--- src/rtl/vga_scanout_if.sv ---
// Frame-buffer read port between the VGA scan-out engine (master) and the
// colour frame buffer (slave). Read data is valid one clock after RE.
interface vga_scanout_if #(
    parameter int ADDR_W = 17
);
    logic [ADDR_W-1:0] rAddr;
    logic              RE;
    logic [2:0]        dataOut;

    modport master (output rAddr, output RE, input dataOut);
    modport slave  (input rAddr, input RE, output dataOut);
endinterface

--- src/rtl/vga_scanout.sv ---
// 640x480@60 VGA scan-out of a pixel-doubled 320x240 3-bit frame buffer.
// Optional VGA_TEST_PATTERN_EN adds frame-latched colour bars on test_mode.
module vga_scanout #(
    parameter int H_VISIBLE = 640,
    parameter int H_FRONT   = 16,
    parameter int H_SYNC    = 96,
    parameter int H_BACK    = 48,
    parameter int V_VISIBLE = 480,
    parameter int V_FRONT   = 10,
    parameter int V_SYNC    = 2,
    parameter int V_BACK    = 33,
    parameter int FB_W      = 320,
    parameter int ADDR_W    = 17
) (
    input  logic                clock,
    input  logic                reset_n,
    vga_scanout_if.master       fb,
    input  logic                test_mode,
    output logic [2:0]          rgb,
    output logic                hsync,
    output logic                vsync,
    output logic                vblank,
    output logic                frame_start
);

    localparam int H_TOTAL = H_VISIBLE + H_FRONT + H_SYNC + H_BACK;
    localparam int V_TOTAL = V_VISIBLE + V_FRONT + V_SYNC + V_BACK;

    localparam logic [9:0] H_LAST     = 10'(H_TOTAL - 1);
    localparam logic [9:0] V_LAST     = 10'(V_TOTAL - 1);
    localparam logic [9:0] H_VIS_C    = 10'(H_VISIBLE);
    localparam logic [9:0] V_VIS_C    = 10'(V_VISIBLE);
    localparam logic [9:0] V_VIS_LAST = 10'(V_VISIBLE - 1);
    localparam logic [9:0] HS_FIRST   = 10'(H_VISIBLE + H_FRONT);
    localparam logic [9:0] HS_LAST    = 10'(H_VISIBLE + H_FRONT + H_SYNC - 1);
    localparam logic [9:0] VS_FIRST   = 10'(V_VISIBLE + V_FRONT);
    localparam logic [9:0] VS_LAST    = 10'(V_VISIBLE + V_FRONT + V_SYNC - 1);
    localparam logic [ADDR_W-1:0] FB_W_C   = ADDR_W'(FB_W);
    localparam logic [ADDR_W-1:0] ADDR_ONE = ADDR_W'(1);
    localparam logic [ADDR_W-1:0] ADDR_ZERO = {ADDR_W{1'b0}};

    logic [9:0]        h_cnt_r, v_cnt_r;
    logic [ADDR_W-1:0] addr_r, base_r, addr_nxt_s, base_nxt_s;
    logic              active_s, hs_s, vs_s, vblank_s, first_s, re_s;
    logic              line_end_s, frame_end_s;
    logic              active_d1_r, hs_d1_r, vs_d1_r, vblank_d1_r, first_d1_r;
    logic              active_d2_r, hs_d2_r, vs_d2_r, vblank_d2_r, first_d2_r;
    logic [2:0]        rgb_nxt_s;

    // Horizontal and vertical raster counters
    always_ff @(posedge clock or negedge reset_n) begin
        if (!reset_n) begin
            h_cnt_r <= 10'd0;
            v_cnt_r <= 10'd0;
        end else if (h_cnt_r == H_LAST) begin
            h_cnt_r <= 10'd0;
            v_cnt_r <= (v_cnt_r == V_LAST) ? 10'd0 : v_cnt_r + 10'd1;
        end else begin
            h_cnt_r <= h_cnt_r + 10'd1;
            v_cnt_r <= v_cnt_r;
        end
    end

    // Stage 0 decode of the current raster position
    always_comb begin
        active_s    = (h_cnt_r < H_VIS_C) && (v_cnt_r < V_VIS_C);
        hs_s        = !((h_cnt_r >= HS_FIRST) && (h_cnt_r <= HS_LAST));
        vs_s        = !((v_cnt_r >= VS_FIRST) && (v_cnt_r <= VS_LAST));
        vblank_s    = (v_cnt_r >= V_VIS_C);
        first_s     = (h_cnt_r == 10'd0) && (v_cnt_r == 10'd0);
        line_end_s  = (h_cnt_r == H_LAST);
        frame_end_s = line_end_s && (v_cnt_r == V_LAST);
    end

    // Buffer address walk: each row fetched twice, each pixel held two clocks
    always_comb begin
        addr_nxt_s = addr_r;
        base_nxt_s = base_r;
        if (frame_end_s) begin
            addr_nxt_s = ADDR_ZERO;
            base_nxt_s = ADDR_ZERO;
        end else if (line_end_s) begin
            if (v_cnt_r[0] && (v_cnt_r < V_VIS_C)) begin
                // after the last visible row the walk parks at 0 so the
                // address never points past the end of the buffer
                if (v_cnt_r == V_VIS_LAST) begin
                    addr_nxt_s = ADDR_ZERO;
                    base_nxt_s = ADDR_ZERO;
                end else begin
                    addr_nxt_s = base_r + FB_W_C;
                    base_nxt_s = base_r + FB_W_C;
                end
            end else begin
                addr_nxt_s = base_r;
                base_nxt_s = base_r;
            end
        end else if (active_s && h_cnt_r[0]) begin
            addr_nxt_s = addr_r + ADDR_ONE;
            base_nxt_s = base_r;
        end else begin
            addr_nxt_s = addr_r;
            base_nxt_s = base_r;
        end
    end

    // Address and row-base registers
    always_ff @(posedge clock or negedge reset_n) begin
        if (!reset_n) begin
            addr_r <= ADDR_ZERO;
            base_r <= ADDR_ZERO;
        end else begin
            addr_r <= addr_nxt_s;
            base_r <= base_nxt_s;
        end
    end

`ifdef VGA_TEST_PATTERN_EN
    logic       tm_frame_r;
    logic [2:0] pat_d1_r, pat_d2_r;
    logic       pat_en_d1_r, pat_en_d2_r;

    // Test-mode select latched only at the frame wrap to avoid mid-frame switching
    always_ff @(posedge clock or negedge reset_n) begin
        if (!reset_n) begin
            tm_frame_r <= 1'b0;
        end else if (frame_end_s) begin
            tm_frame_r <= test_mode;
        end else begin
            tm_frame_r <= tm_frame_r;
        end
    end

    // Colour-bar value and mode flag delayed alongside the read pipeline
    always_ff @(posedge clock or negedge reset_n) begin
        if (!reset_n) begin
            pat_d1_r    <= 3'd0;
            pat_d2_r    <= 3'd0;
            pat_en_d1_r <= 1'b0;
            pat_en_d2_r <= 1'b0;
        end else begin
            pat_d1_r    <= h_cnt_r[9:7];
            pat_d2_r    <= pat_d1_r;
            pat_en_d1_r <= tm_frame_r;
            pat_en_d2_r <= pat_en_d1_r;
        end
    end

    assign re_s = active_s && !tm_frame_r;
`else
    logic unused_test_mode_s;

    assign unused_test_mode_s = test_mode;
    assign re_s = active_s;
`endif

    // Stage 1: read request and first delay of the timing flags
    always_ff @(posedge clock or negedge reset_n) begin
        if (!reset_n) begin
            fb.rAddr    <= ADDR_ZERO;
            fb.RE       <= 1'b0;
            active_d1_r <= 1'b0;
            hs_d1_r     <= 1'b1;
            vs_d1_r     <= 1'b1;
            vblank_d1_r <= 1'b0;
            first_d1_r  <= 1'b0;
        end else begin
            fb.rAddr    <= addr_r;
            fb.RE       <= re_s;
            active_d1_r <= active_s;
            hs_d1_r     <= hs_s;
            vs_d1_r     <= vs_s;
            vblank_d1_r <= vblank_s;
            first_d1_r  <= first_s;
        end
    end

    // Stage 2: timing flags wait while the buffer returns data
    always_ff @(posedge clock or negedge reset_n) begin
        if (!reset_n) begin
            active_d2_r <= 1'b0;
            hs_d2_r     <= 1'b1;
            vs_d2_r     <= 1'b1;
            vblank_d2_r <= 1'b0;
            first_d2_r  <= 1'b0;
        end else begin
            active_d2_r <= active_d1_r;
            hs_d2_r     <= hs_d1_r;
            vs_d2_r     <= vs_d1_r;
            vblank_d2_r <= vblank_d1_r;
            first_d2_r  <= first_d1_r;
        end
    end

    // Pixel colour selection with blanking outside the active area
    always_comb begin
        rgb_nxt_s = 3'd0;
        if (active_d2_r) begin
`ifdef VGA_TEST_PATTERN_EN
            if (pat_en_d2_r) begin
                rgb_nxt_s = pat_d2_r;
            end else begin
                rgb_nxt_s = fb.dataOut;
            end
`else
            rgb_nxt_s = fb.dataOut;
`endif
        end else begin
            rgb_nxt_s = 3'd0;
        end
    end

    // Stage 3: pin registers
    always_ff @(posedge clock or negedge reset_n) begin
        if (!reset_n) begin
            rgb         <= 3'd0;
            hsync       <= 1'b1;
            vsync       <= 1'b1;
            vblank      <= 1'b0;
            frame_start <= 1'b0;
        end else begin
            rgb         <= rgb_nxt_s;
            hsync       <= hs_d2_r;
            vsync       <= vs_d2_r;
            vblank      <= vblank_d2_r;
            frame_start <= first_d2_r;
        end
    end

endmodule
--- src/flat_wrapper.sv ---
// flat-port wrapper written by rule: the top's interface ports become plain ports
module vga_scanout_flat 
#(
    parameter int H_VISIBLE = 640,
    parameter int H_FRONT   = 16,
    parameter int H_SYNC    = 96,
    parameter int H_BACK    = 48,
    parameter int V_VISIBLE = 480,
    parameter int V_FRONT   = 10,
    parameter int V_SYNC    = 2,
    parameter int V_BACK    = 33,
    parameter int FB_W      = 320,
    parameter int ADDR_W    = 17
)
  (clock, reset_n, test_mode, rgb, hsync, vsync, vblank, frame_start, fb_rAddr, fb_RE, fb_dataOut);
  vga_scanout_if #(.ADDR_W(ADDR_W)) fb_i ();
  input  logic clock;
  input  logic reset_n;
  input  logic test_mode;
  output logic [2:0] rgb;
  output logic hsync;
  output logic vsync;
  output logic vblank;
  output logic frame_start;
  output wire logic [$bits(fb_i.rAddr)-1:0] fb_rAddr;
  output wire logic [$bits(fb_i.RE)-1:0] fb_RE;
  input wire logic [$bits(fb_i.dataOut)-1:0] fb_dataOut;
  assign fb_rAddr = fb_i.rAddr;
  assign fb_RE = fb_i.RE;
  assign fb_i.dataOut = fb_dataOut;
  vga_scanout #(.H_VISIBLE(H_VISIBLE), .H_FRONT(H_FRONT), .H_SYNC(H_SYNC), .H_BACK(H_BACK), .V_VISIBLE(V_VISIBLE), .V_FRONT(V_FRONT), .V_SYNC(V_SYNC), .V_BACK(V_BACK), .FB_W(FB_W), .ADDR_W(ADDR_W)) u_core (.clock(clock), .reset_n(reset_n), .fb(fb_i), .test_mode(test_mode), .rgb(rgb), .hsync(hsync), .vsync(vsync), .vblank(vblank), .frame_start(frame_start));
endmodule
--- config.mk ---
export PLATFORM = sky130hd
export DESIGN_NAME = vga_scanout_flat
export DESIGN_NICKNAME = d
export VERILOG_FILES = /design/src/rtl/vga_scanout_if.sv /design/src/rtl/vga_scanout.sv /design/src/flat_wrapper.sv
export SDC_FILE = /design/constraint.sdc
export NUM_CORES = 1
export LEC_CHECK = 0
export BUFFER_PORTS_ARGS = -buffer_cell sky130_fd_sc_hd__buf_2
export CAP_MARGIN = 15
export CORE_MARGIN = 2
export CORE_UTILIZATION = 53
export DETAILED_ROUTE_END_ITERATION = 12
export PLACE_DENSITY_LB_ADDON = 0.15
export REMOVE_ABC_BUFFERS = 1
export SETUP_SLACK_MARGIN = 0.1
export SLEW_MARGIN = 0
export SYNTH_ARGS = -nofsm -noshare
export SYNTH_HDL_FRONTEND = slang
export SYNTH_SLANG_ARGS = --single-unit
--- constraint.sdc ---
create_clock -name clock -period 2.1 [get_ports clock]
set_input_delay 0.42 -clock clock [delete_from_list [all_inputs] [get_ports clock]]
set_output_delay 0.42 -clock clock [all_outputs]
set_load 0.01 [all_outputs]
# Word level (Yosys, flattened, before mapping)
# Index checks and enable logic that the tools add are counted.
[op_classes]
addsub = 4
magnitude_cmp = 7
n_eq_ne = 3
muxes = 10
reduce_logical = 13
[ops]
columns = ["operator", "n"]
rows = [
  ["$mux 17", 7],
  ["$add 10x1->10 const B", 2],
  ["$eq 10x10->1 const B", 2],
  ["$ge 10x9->1 const B", 2],
  ["$logic_not 10->1", 2],
  ["$mux 10", 2],
  ["$add 17x1->17 const B", 1],
  ["$add 17x9->17 const B", 1],
  ["$eq 10x9->1 const B", 1],
  ["$ge 10x10->1 const B", 1],
  ["$le 10x10->1 const B", 1],
  ["$le 10x9->1 const B", 1],
  ["$lt 10x10->1 const B", 1],
  ["$lt 10x9->1 const B", 1],
  ["$logic_and 1x1->1", 7],
  ["$mux 3", 1],
  ["$reduce_bool 3->1", 1],
  ["$logic_not 1->1", 2],
  ["$reduce_bool 2->1", 1],
]
[totals]
register_bits = 88
input_bits = 6
out_inout_bits = 25
wordCells = 57

# Longest topological paths before layout
# Gate-level depths: netlist of the first run.
[depth]
depth_word = 6
depth_mapped = 10
ltp_nobuf = 8

# Worst setup path after synthesis of the first run
# OpenSTA, ideal clock, no wires.
[synth_timing]
path_type = "flip-flop to flip-flop"
startpoint = "register u_core.v_cnt_r[0]"
endpoint = "register u_core.base_r[9]"
setup_time_ps = 129
arrival_time_ps = 2013
setup_slack_ps = -42
stages_incl_launch_ff = 11
synth_period_minus_slack_ps = 2142
path_cell_list = "dfrtp_1 > clkbuf_1 > inv_1 > ha_1 > nor4b_1 > nand4_1 > nand3_1 > clkbuf_1 > o21ai_0 > nand2_1 > o21ai_0"
[synth_via]
elab_chain_len = 5
elab_cells_between_ends = 10
classes_between = "order compare (1); eq/ne (2); mux (4); reduce/logical (3)"
[synth_lines]
columns = ["item", "line", "source"]
rows = [
  ["start, declared", "vga_scanout.sv:42", "logic [9:0] h_cnt_r, v_cnt_r;"],
  ["start signal, assigned", "vga_scanout.sv:57", "v_cnt_r <= (v_cnt_r == V_LAST) ? 10'd0 : v_cnt_r + 10'd1;"],
  ["start signal, assigned", "vga_scanout.sv:60", "v_cnt_r <= v_cnt_r;"],
  ["$lt 10x9->1 or $eq 10x9->1 (tied branches)", "vga_scanout.sv:83, vga_scanout.sv:86", ""],
  ["$logic_and 1x1->1 or $mux 17 (tied branches)", "vga_scanout.sv:83, vga_scanout.sv:86", ""],
  ["$mux 17", "vga_scanout.sv:83", "if (v_cnt_r[0] && (v_cnt_r < V_VIS_C)) begin"],
  ["$mux 17", "vga_scanout.sv:82", "end else if (line_end_s) begin"],
  ["$mux 17", "vga_scanout.sv:79", "if (frame_end_s) begin"],
  ["end signal, assigned", "vga_scanout.sv:113", "base_r <= base_nxt_s;"],
  ["end, declared", "vga_scanout.sv:43", "logic [ADDR_W-1:0] addr_r, base_r, addr_nxt_s, base_nxt_s;"],
]
# Several ways; a longest one is shown, not always the timed one. The select of a mux whose other input is x is not followed.
# A chain may end at the register's enable or synchronous reset.

# Final worst setup path of the first run
[layout_timing]
startpoint = "register u_core.v_cnt_r[6]"
endpoint = "register u_core.addr_r[15]"
[layout_via]
elab_chain_len = 5
elab_cells_between_ends = 12
classes_between = "order compare (1); eq/ne (2); mux (4); reduce/logical (5)"
[layout_lines]
columns = ["item", "line", "source"]
rows = [
  ["$lt 10x9->1 or $eq 10x9->1 (tied branches)", "vga_scanout.sv:66, vga_scanout.sv:83, vga_scanout.sv:86", ""],
  ["$logic_and 1x1->1 or $mux 17 (tied branches)", "vga_scanout.sv:83, vga_scanout.sv:86", ""],
  ["$mux 17", "-", ""],
  ["$mux 17", "vga_scanout.sv:82", ""],
  ["$mux 17", "vga_scanout.sv:79", ""],
  ["end signal, assigned", "vga_scanout.sv:112", "addr_r <= addr_nxt_s;"],
  ["end, declared", "vga_scanout.sv:43", ""],
]
# Several ways; a longest one is shown, not always the timed one.

==> reports/metrics.yaml, run 1 <==
outcome:
  outcome: "finished, final reports clean"
grt:
  grt_usage_pct: 20.9
  vias_in_the_first_global_route: 2714
  antenna_found_initial: 0
  wire_length_of_the_first_global_routing_pass_mm: 12.6
  grt_max_degree: 39
  globalRoute.totalOverflow: 0
setup_path:
  worst_path_dominant_cell_family: "simple AND/OR/NAND/NOR gates"
  worst_setup_path_start_kind: "flop"
  timing.critical_path.cells: "a41oi_2, inv_2, or4b_4, or3_4, a21oi_4, a21oi_2, nor3_2"
  critPathArrivalTime_ns: 2.35
  timing.critical_path.to_type: "flop"
  ff2ff_path_depth: 7
  critical_path.slowest_cell: "sky130_fd_sc_hd__or4b_4"
  critPathKind: "flop to flop"
  timing.critical_path.fanout_max: 3
  worst-path-stages: 7
  crit_required_ns: 2.39
  worst-path-buf-inv: 1
  critical_path.max_stage_delay_ns: 0.52
detailed_routing:
  detail-route-antenna-nets: 0
  first_pass_iters: 4
  avgViaCountPerCell: 5.44
  routed-via-count: 2890
  detail_route.iter0.violations: 187
  drt_wl_total_mm: 7.82
  drt-wirelength-per-cell_um: 14.7
  detail_route.drc_violations: 0
floorplanning:
  starting_density_pct: 53.8
  die_height_um: 89.1
  core_area_um2: 7140
  floorplan.die.width_um: 89.1
  io_pins: 31
  die_area_um2: 7940
  core.rowCount: 31
cells_and_area:
  nFillCells: 568
  multi_input_area_um2: 1660
  post_route_cells_drive_above_1_share_pct: 28.9
  area.growth.synth_to_final_pct: 24.9
  insertedDiodeCount: 0
  final_nets: 440
  finish.instance_area_um2: 4800
  register_area_um2: 2210
timing:
  timing.final.max_slew_violations: 0
  min_tclk_post_route_ns: 2.06
  fmax_ghz: 0.485
  worstMarginPinSlew_ns: 0.543
  timing.final.setup_violations: 0
  finalCritPeriodShare_pct: 98.1
  hold_viol: 0
  finalHoldWorstSlack_ns: 0.0117
  grt_setup_unrepaired: "true"
  max-slew-margin-rel_pct: 63.5
  final_setup_skew_ns: 0.0139
yosys:
  postSynth.topFlopCell: "sky130_fd_sc_hd__dfrtp_1"
  synth.yosys.seq_area_share_pct: 57.5
  synth_adder_area_share_pct: 2.28
  synth_area_per_cell_um2: 10.8
  yosysUniqueCellTypes: 44
  mappedNetlistArea_um2: 3840
  synth-simple-area-share_pct: 20.2
  ys_ff_latch: 88
  largest_family_of_logic_cells_by_synthesized_area: "simple AND/OR/NAND/NOR gates"
  post_synth_xor_area_fraction_pct: 8.21
  synth_enable_flop_cells: 0
  yosysWarningCount: 0
  synth_compound_area_share_pct: 8.73
  netlist_instances: 356
  synth-async-reset-ratio_pct: 100
  multiplexer_share_of_the_synthesized_area_pct: 0.521
clock_network:
  clk_path_buf_depth: 2
  hold_buffers: 0
  worstSkewPairLatency_ns: 0.36
  cts_tree: "yes"
  tritoncts.num_buffers: 9
  clock_tree.htree_level_count: 3
  cts_root_buf: "sky130_fd_sc_hd__clkbuf_8"
  cts_sinks: 88
  cts.clk_slew.worst_paths_ns: 0.09
run:
  max_cap_viol_count: 0
power:
  power_per_cell_area_nw_per_um2: 663
  vdd_ir_drop_max_mv: 0.360
  static-leakage-power_nw: 2.19
placed_design:
  finalWeightedCongestion: 0.894
  post-dp-hpwl_mm: 5.25
  placement.cell_area_um2: 4330
  io_buffer_count: 29
hold_path:
  hold_path_class: "primary input to asynchronous set/reset pin"
-- logic make-up after synthesis --
| family | after synthesis |
|---|---|
| flops | 88 |
| compound gates | 55 |
| xor+xnor | 36 |
| simple gates | 145 |
| fa+ha+maj | 7 |
| buf+inv | 23 |
| mux | 2 |
-- power breakdown --
part | switching [mW] | total (mW) | internal (mW)
clock | 0.632 | 1.44 | 0.807
combinational | 0.0356 | 0.0471 | 0.0115
sequential | 0.000696 | 1.70 | 1.70
total | 0.668 | 3.18 | 2.51
-- what timing repair did --
action                                  CTS  global route
pin swaps                                 5            11
setup buffers                             2             8
cloned                                    0             1
hold endpoints to repair                  0             0
endpoints found under the setup margin   21            35
resized for setup                         9            25
-- Yosys cell counts (5+ instances only) --
library cell | number | area share, %
sky130_fd_sc_hd__a21oi_1 | 11 | 1.4
sky130_fd_sc_hd__and2_1 | 14 | 2.3
sky130_fd_sc_hd__and3_1 | 6 | 0.98
sky130_fd_sc_hd__clkbuf_1 | 9 | 0.88
sky130_fd_sc_hd__dfrtp_1 | 82 | 53
sky130_fd_sc_hd__dfstp_2 | 6 | 4.1
sky130_fd_sc_hd__ha_1 | 7 | 2.3
sky130_fd_sc_hd__inv_1 | 9 | 0.88
sky130_fd_sc_hd__nand2_1 | 37 | 3.6
sky130_fd_sc_hd__nand3_1 | 19 | 2.5
sky130_fd_sc_hd__nand4_1 | 9 | 1.5
sky130_fd_sc_hd__nor2_1 | 23 | 2.2
sky130_fd_sc_hd__nor2b_1 | 5 | 0.81
sky130_fd_sc_hd__nor3_1 | 9 | 1.2
sky130_fd_sc_hd__o21ai_0 | 23 | 3.0
sky130_fd_sc_hd__o22ai_1 | 5 | 0.81
sky130_fd_sc_hd__o31ai_1 | 5 | 0.98
sky130_fd_sc_hd__xnor2_1 | 15 | 3.4
sky130_fd_sc_hd__xor2_1 | 21 | 4.8
-- cells in the final DEF (no fill, tap or decap), types with 3 or more instances in the layout --
master / n
sky130_fd_sc_hd__nand2_1: 36
sky130_fd_sc_hd__and2_1: 14
sky130_fd_sc_hd__xor2_1: 20
sky130_fd_sc_hd__buf_4: 39
sky130_fd_sc_hd__nor2b_1: 5
sky130_fd_sc_hd__inv_1: 9
sky130_fd_sc_hd__nand3_2: 4
sky130_fd_sc_hd__dfrtp_1: 82
sky130_fd_sc_hd__clkbuf_8: 9
sky130_fd_sc_hd__nor3_2: 5
sky130_fd_sc_hd__nor4_1: 3
sky130_fd_sc_hd__a21oi_1: 10
sky130_fd_sc_hd__and3_1: 6
sky130_fd_sc_hd__dfstp_2: 6
sky130_fd_sc_hd__nand4_1: 9
sky130_fd_sc_hd__buf_2: 29
sky130_fd_sc_hd__and4_1: 3
sky130_fd_sc_hd__nor2_1: 22
sky130_fd_sc_hd__o31ai_1: 5
sky130_fd_sc_hd__o21ai_0: 20
sky130_fd_sc_hd__nand3_1: 15
sky130_fd_sc_hd__ha_1: 6
sky130_fd_sc_hd__xnor2_1: 15
sky130_fd_sc_hd__a21o_1: 3
sky130_fd_sc_hd__bufinv_16: 3
sky130_fd_sc_hd__o22ai_1: 5
sky130_fd_sc_hd__nor3_1: 5
-- layer usage --
| layer | track usage (%) | up-vias | wire, um |
|---|---|---|---|
| li1 | - | 1384 | - |
| met1 | 28.4 | 1429 | 3540 |
| met2 | 33.6 | 63 | 3840 |
| met3 | 3.14 | 14 | 271 |
| met4 | 8.55 | 0 | 160 |
| met5 | 0 | - | 0 |
-- state kept, by name (all words and copies together) (netlist names), 3 cells and up --
register         cells
u_core.h_cnt_r      10
u_core.addr_r       17
u_core.rgb           3
u_core.base_r       17
u_core.v_cnt_r      10
u_core.fb.rAddr     17
-- final timing paths --
path | start | endpoint | slack (ns)
setup / recovery | u_core.v_cnt_r[6] | u_core.addr_r[15] | 0.04
hold / removal | reset_n | u_core.fb.rAddr[0] | 0.01
setup reg to reg | u_core.v_cnt_r[6] | u_core.addr_r[15] | 0.04
hold reg to reg | u_core.vblank_d2_r | u_core.vblank | 0.35
max in group asynchronous | reset_n | u_core.addr_r[11] | 1.44
min in group clock | fb_dataOut[0] | u_core.rgb[0] | 0.27
-- area by class of cell --
class | count | area share (%)
clock inverters | 7 | 2.66
multi-input cells | 245 | 34.6
repair buffers | 73 | 10.7
clock buffers | 9 | 2.58
flip-flops and latches | 88 | 46.1
inverters | 10 | 0.782
well taps | 99 | 2.58
-- through the flow --
| stage | std cells | power [mW] | setup WS [ns] | setup TNS, ns | utilization [%] |
|---|---|---|---|---|---|
| final | 531 | 3.18 | 0.0395 | 0 | 67.2 |
| after floorplan | 343 | 1.73 | -0.795 | -20.08 | - |
| after global placement | 504 | 1.78 | 0.0128 | 0 | 60.6 |
| after global routing | 531 | 3.28 | -0.0472 | -0.0472 | 67.2 |
| after detailed placement | 504 | 1.78 | -0.0229 | -0.0470 | 60.6 |
| after CTS | 522 | 3.21 | 0.0588 | 0 | 64.9 |
(Power assumes the default switching activity.)
==> inputs of run 2 (changes only) <==
PLACE_DENSITY = 0.78   (was not set)
PLACE_DENSITY_LB_ADDON = not set   (was 0.15)
REMOVE_ABC_BUFFERS = not set   (was 1)
==> run 2 against run 1 <==
Compared with the run above: the run now ends with setup timing left; combinational power is 5.3% higher; die area stayed put; cell count is 1.5% higher; register-to-register slack worse by 0.099 ns; clock power is 9% lower; via count is 9.8% higher; utilization is 2.0 points higher; critical endpoint unchanged.
==> reports/metrics.yaml, run 2 (synthesis gave the netlist of run 1 again) <==
outcome:
  outcome: "finished, violations left"
  failed_checks: "setup timing"
detailed_routing:
  detail-route-antenna-nets: 0
  avgViaCountPerCell: 5.89
  detail_route.iter0.violations: 368
  detail_route.drc_violations: 0
  drt_wl_total_mm: 9.81
  first_pass_iters: 5
  drt-wirelength-per-cell_um: 18.2
  routed-via-count: 3174
setup_path:
  critPathArrivalTime_ns: 2.45
  critPathKind: "flop to flop"
  worst_setup_path_start_kind: "flop"
  timing.critical_path.to_type: "flop"
  rrSetupSlack_ns: -0.06
  timing.critical_path.fanout_max: 3
  crit_required_ns: 2.39
timing:
  max-slew-margin-rel_pct: 73.6
  hold_viol: 0
  min_tclk_post_route_ns: 2.16
  finalCritPeriodShare_pct: 103
  timing.final.setup_violations: 1
  setup_ws_ns: -0.0594
  final.setup.tns_ns: -0.0594
  worstMarginPinSlew_ns: 0.395
  timing.final.max_slew_violations: 0
  fmax_ghz: 0.463
  finalHoldWorstSlack_ns: 0.289
  final_setup_skew_ns: 0.0135
  grt_setup_unrepaired: "true"
floorplanning:
  core.rowCount: 31
  starting_density_pct: 53.8
  die_area_um2: 7940
  floorplan.die.width_um: 89.1
  core_area_um2: 7140
  io_pins: 31
  die_height_um: 89.1
yosys:
  postSynthNetCount: 369
run:
  max_cap_viol_count: 0
grt:
  globalRoute.totalOverflow: 0
  vias_in_the_first_global_route: 2764
  wire_length_of_the_first_global_routing_pass_mm: 13.5
  antenna_found_initial: 0
  grt_max_degree: 51
  grt-busiest-layer: "met2"
  grt_usage_pct: 22.1
  grt_use_met1_pct: 30.1
  globalRouteMet3Util_pct: 4.25
  groute.layer.met2.usage_pct: 34.7
cells_and_area:
  layoutNonFillerInstCount: 539
  largest_registers: "u_core.addr_r: 17 flops, u_core.base_r: 17 flops, u_core.fb.rAddr: 17 flops"
  area.growth.synth_to_final_pct: 28.6
  mostFrequentLayoutCell: "sky130_fd_sc_hd__dfrtp_1"
  register_area_um2: 2210
  insertedDiodeCount: 0
  post_route_cells_drive_above_1_share_pct: 30.9
  final_nets: 448
  nFillCells: 494
  multi_input_area_um2: 1760
  top_library_cells_by_usage_in_the_layout_fill_and_taps_aside: "80 x sky130_fd_sc_hd__dfrtp_1, 45 x sky130_fd_sc_hd__buf_4, 36 x sky130_fd_sc_hd__nand2_1, 28 x sky130_fd_sc_hd__buf_2, 21 x sky130_fd_sc_hd__nor2_1"
placed_design:
  io_buffer_count: 29
  post-dp-hpwl_mm: 5.55
  dp.cells: 503
  finalWeightedCongestion: 0.829
power:
  static-leakage-power_nw: 2.24
  post-layout-total-power_mw: 3.06
  vdd_ir_drop_max_mv: 0.373
  power_per_cell_area_nw_per_um2: 619
clock_network:
  clk_path_buf_depth: 2
  tritoncts.num_buffers: 9
  cts_root_buf: "sky130_fd_sc_hd__clkbuf_8"
  cts_sinks: 88
  cts_tree: "yes"
  clock_tree.htree_level_count: 3
  worstSkewPairLatency_ns: 0.36
  cts.clk_slew.worst_paths_ns: 0.10
hold_path:
  hold_path_class: "primary input to flop"
-- run 2: final timing paths --
| path | from | end | depth (start not counted) |
|---|---|---|---|
| worst max-delay path | u_core.v_cnt_r[5] | u_core.addr_r[15] | 7 |
| worst min-delay path | fb_dataOut[1] | u_core.rgb[1] | 2 |
| worst max register to register | u_core.v_cnt_r[5] | u_core.addr_r[15] | 7 |
| worst min register to register | u_core.vblank_d1_r | u_core.vblank_d2_r | 0 |
| max in group asynchronous | reset_n | u_core.vsync | 3 |
| min in group asynchronous | reset_n | u_core.v_cnt_r[2] | 2 |
-- run 2: routing by layer --
| metal | vias to the layer above | routed length (um) |
|---|---|---|
| met5 | - | 0 |
| met4 | 0 | 327 |
| met3 | 39 | 627 |
| met2 | 177 | 4850 |
| met1 | 1560 | 4010 |
| li1 | 1398 | - |
-- run 2: metrics by stage --
stage	setup WS [ns]	cell area [um^2]	utilization, %
2_1_floorplan	0.0791	3870	-
3_3_place_gp	-0.0121	4320	60.6
3_5_place_dp	-0.0264	4320	60.6
4_1_cts	-0.0125	4590	64.3
5_1_grt	-0.107	4940	69.2
6_report	-0.0594	4940	69.2
-- run 2: what timing repair did --
action	4_1_cts	5_1_grt
endpoints found under the setup margin	18	30
gates cloned	0	2
resized for setup	6	45
pin swaps	3	11
setup buffers	1	16
hold endpoints to repair	6	0
hold buffers	1	0
-- run 2: power breakdown --
part | switching [mW] | internal (mW)
Clock | 0.632 | 0.677
Sequential | 0.000603 | 1.70
Combinational | 0.0367 | 0.0130
Total | 0.669 | 2.39
-- run 2: cell type report --
class,instances,area share [%]
clock inverters,6,1.88
repair buffers,80,11.9
well taps,99,2.51
inverters,10,0.760
clock buffers,10,2.58
multi-input cells,246,35.6
flip-flops and latches,88,44.8
-- run 2: critical path, cell delays in order (launching register included) --
cell	delay (ns)
sky130_fd_sc_hd__dfrtp_1	0.42
sky130_fd_sc_hd__a41oi_4	0.28
sky130_fd_sc_hd__inv_2	0.06
sky130_fd_sc_hd__or4b_4	0.54
sky130_fd_sc_hd__or3_4	0.36
sky130_fd_sc_hd__a21oi_4	0.21
sky130_fd_sc_hd__nor3_2	0.08
sky130_fd_sc_hd__nor3_2	0.14
==> inputs of run 3 (changes only) <==
ABC_AREA = 1   (was not set)
CORE_UTILIZATION = 54   (was 53)
==> run 3 against run 2 <==
Compared with the run above: the run now ends clean; die area increased by 9.2%; power decreased by 3.5%; area after synthesis increased by 12%; combinational power decreased by 5.0%; via count increased by 14%; global-route usage increased by 0.24 points; design area decreased by 2.4%; non-clock buffer count decreased by 43.
==> reports/metrics.yaml, run 3 <==
outcome:
  outcome: "finished, final reports clean"
yosys:
  synth-async-reset-ratio_pct: 100
  synth_top_area_share_pct: 47.8
  largest_family_of_logic_cells_by_synthesized_area: "simple AND/OR/NAND/NOR gates"
  synthMostInstantiatedCell: "sky130_fd_sc_hd__nand2_1"
  multiplexer_share_of_the_synthesized_area_pct: 0
  synth.yosys.seq_area_share_pct: 51.5
  largest_area_contributor_in_the_netlist: "sky130_fd_sc_hd__dfrtp_1"
  post_synth_xor_area_fraction_pct: 1.84
  ys_ff_latch: 88
  synth_adder_area_share_pct: 2.04
  synth_compound_area_share_pct: 8.14
  synth-simple-area-share_pct: 29.1
  synth_area_per_cell_um2: 8.14
  mappedNetlistArea_um2: 4290
  postSynthNetCount: 540
  postSynth.topFlopCell: "sky130_fd_sc_hd__dfrtp_1"
  synth_enable_flop_cells: 0
  post_synth_most_frequent_cells: "141 x sky130_fd_sc_hd__nand2_1, 82 x sky130_fd_sc_hd__dfrtp_1, 60 x sky130_fd_sc_hd__inv_1"
  post_synth_main_area_contributors: "sky130_fd_sc_hd__dfrtp_1 48%, sky130_fd_sc_hd__nand2_1 12%, sky130_fd_sc_hd__nand3_1 6.3%"
  yosysUniqueCellTypes: 35
  netlist_instances: 527
  yosysWarningCount: 0
clock_network:
  hold_buffers: 0
  clk_path_buf_depth: 2
  cts_root_buf: "sky130_fd_sc_hd__clkbuf_8"
  cts_sinks: 88
  cts.clk_slew.worst_paths_ns: 0.10
  worstSkewPairLatency_ns: 0.36
  tritoncts.num_buffers: 9
  clock_tree.htree_level_count: 3
  cts_tree: "yes"
setup_path:
  worst-path-stages: 11
  timing.critical_path.from: "u_core.h_cnt_r[0]"
  worst_r2r_startpoint: "u_core.h_cnt_r[0]"
  critical_path.slowest_cell: "sky130_fd_sc_hd__dfrtp_1"
  timing.critical_path.to_type: "flop"
  timing.critical_path.cells: "ha_1, nand4_1, nor2_4, inv_2, nand2_2, nand2_4, nor2_8, nand2_1, inv_1, nand2_1, nand2_1"
  critPathKind: "flop to flop"
  critical_path.max_stage_delay_ns: 0.38
  rrSetupSlack_ns: 0.23
  worst_path_most_repeated_cell: "sky130_fd_sc_hd__nand2_1"
  timing.critical_path.fanout_max: 16
  crit_required_ns: 2.39
  ff2ff_path_depth: 11
  worst_setup_path_start_kind: "flop"
  worst_path_dominant_cell_family: "simple AND/OR/NAND/NOR gates"
  critPathArrivalTime_ns: 2.17
  worst-path-buf-inv: 2
  worstReg2RegEnd: "u_core.addr_r[14]"
  end_point_of_the_critical_path: "u_core.addr_r[14]"
floorplanning:
  starting_density_pct: 55.5
  io_pins: 31
  core_area_um2: 7730
  die_height_um: 93.1
  die_area_um2: 8670
  floorplan.die.width_um: 93.1
  core.rowCount: 32
power:
  internal_power_mw: 2.27
  post-layout-total-power_mw: 2.95
  power_per_cell_area_nw_per_um2: 612
  vdd_ir_drop_max_mv: 0.469
  netSwitchingPower_uw: 681
  power.sequential.fraction_pct: 57.5
  clock_power_share_pct: 40.9
  share_of_total_power_consumed_by_net_switching_pct: 23.1
  power.combinational.fraction_pct: 1.6
  static-leakage-power_nw: 2.42
detailed_routing:
  met3RoutedLength_um: 384
  drt-wirelength-per-cell_um: 13.9
  highest_layer: "met4"
  avgViaCountPerCell: 5.36
  first_pass_iters: 7
  routed-via-count: 3605
  detail-route-antenna-nets: 0
  detail_route.iter0.violations: 384
  drt-met1-wl_mm: 4.13
  met2_routed_length_mm: 4.63
  detail_route.drc_violations: 0
  drt_wl_total_mm: 9.35
timing:
  fmax_ghz: 0.534
  timing.final.setup_violations: 0
  hold_viol: 0
  final_setup_skew_ns: 0.0134
  worstMarginPinSlew_ns: 0.586
  grt_setup_unrepaired: "false"
  max-slew-margin-rel_pct: 61.0
  finalCritPeriodShare_pct: 89.2
  timing.final.max_slew_violations: 0
  min_tclk_post_route_ns: 1.87
  final.setup.tns_ns: 0
hold_path:
  hold_path_class: "primary input to asynchronous set/reset pin"
cells_and_area:
  largest_registers: "u_core.addr_r: 17 flops, u_core.base_r: 17 flops, u_core.fb.rAddr: 17 flops"
  mostFrequentLayoutCell: "sky130_fd_sc_hd__nand2_1"
  insertedDiodeCount: 0
  top_library_cells_by_usage_in_the_layout_fill_and_taps_aside: "141 x sky130_fd_sc_hd__nand2_1, 82 x sky130_fd_sc_hd__dfrtp_1, 60 x sky130_fd_sc_hd__inv_1, 54 x sky130_fd_sc_hd__nand3_1, 52 x sky130_fd_sc_hd__nor2_1"
  final_nets: 578
  area.growth.synth_to_final_pct: 12.3
  post_route_cells_drive_above_1_share_pct: 14.2
run:
  max_cap_viol_count: 0
grt:
  wire_length_of_the_first_global_routing_pass_mm: 15.2
  antenna_found_initial: 0
  vias_in_the_first_global_route: 3333
  grt_max_degree: 46
  globalRoute.totalOverflow: 0
  grt_usage_pct: 22.3
placed_design:
  post-dp-hpwl_mm: 6.23
  io_buffer_count: 29
  finalWeightedCongestion: 0.897
run 3: power groups by stage:
| stage | clock network [mW] | registers, mW | logic [mW] |
|---|---|---|---|
| 6_report | 1.21 | 1.70 | 0.0471 |
| 5_1_grt | 1.30 | 1.70 | 0.0564 |
| 4_1_cts | 1.23 | 1.70 | 0.0501 |
| 3_5_place_dp | 0 | 1.73 | 0.0497 |
| 3_3_place_gp | 0 | 1.73 | 0.0478 |
| 2_1_floorplan | 0 | 1.73 | 0.00211 |
run 3: repair_timing:
action / 4_1_cts / 5_1_grt
resized for setup: 0 / 4
setup buffers: 0 / 1
endpoints found under the setup margin: 0 / 7
run 3: how the worst min path moves through the flow:
| stage | startpoint | endpoint | depth (start not counted) |
|---|---|---|---|
| after floorplan | reset_n | u_core.active_d2_r | 0 |
| after global placement | u_core.vblank_d2_r | u_core.vblank | 0 |
| after detailed placement | u_core.first_d1_r | u_core.first_d2_r | 0 |
| after CTS | reset_n | u_core.base_r[0] | 1 |
| after global routing | reset_n | u_core.rgb[2] | 1 |
| final | reset_n | u_core.base_r[1] | 1 |
run 3: area by class of cell:
class                      count  area (um^2)
fill                         650         2910
sequential                    88         2210
multi-input combinational    365         1790
timing repair buffer          37          250
inverter                      64          240
tap                          102          128
clock buffer                   9          124
clock inverter                 7         75.1
run 3: kinds of logic after synthesis:
| family | after synthesis |
|---|---|
| AND/OR/NAND/NOR | 286 |
| flip-flops | 88 |
| buffers and inverters | 75 |
| AO/OA/AOI/OAI | 62 |
| XOR/XNOR | 9 |
| adder cells (fa/ha/maj) | 7 |
run 3: stage by stage:
stage	hold WS, ns	worst slack [ns]	util [%]	cell area, um^2	cells
detailed placement	0.337	0.202	59.0	4560	653
finish	0.0431	0.227	62.3	4820	672
global placement	0.332	0.231	59.0	4560	653
floorplan	0.124	0.600	-	4290	527
CTS	0.0626	0.161	61.5	4760	669
global route	0.0896	0.110	62.3	4820	672
run 3: metal layers:
metal,GRT usage (%),up-vias
met5,0,-
met4,8.21,0
met3,4.11,23
met2,37.6,105
met1,29.0,1712
li1,-,1765
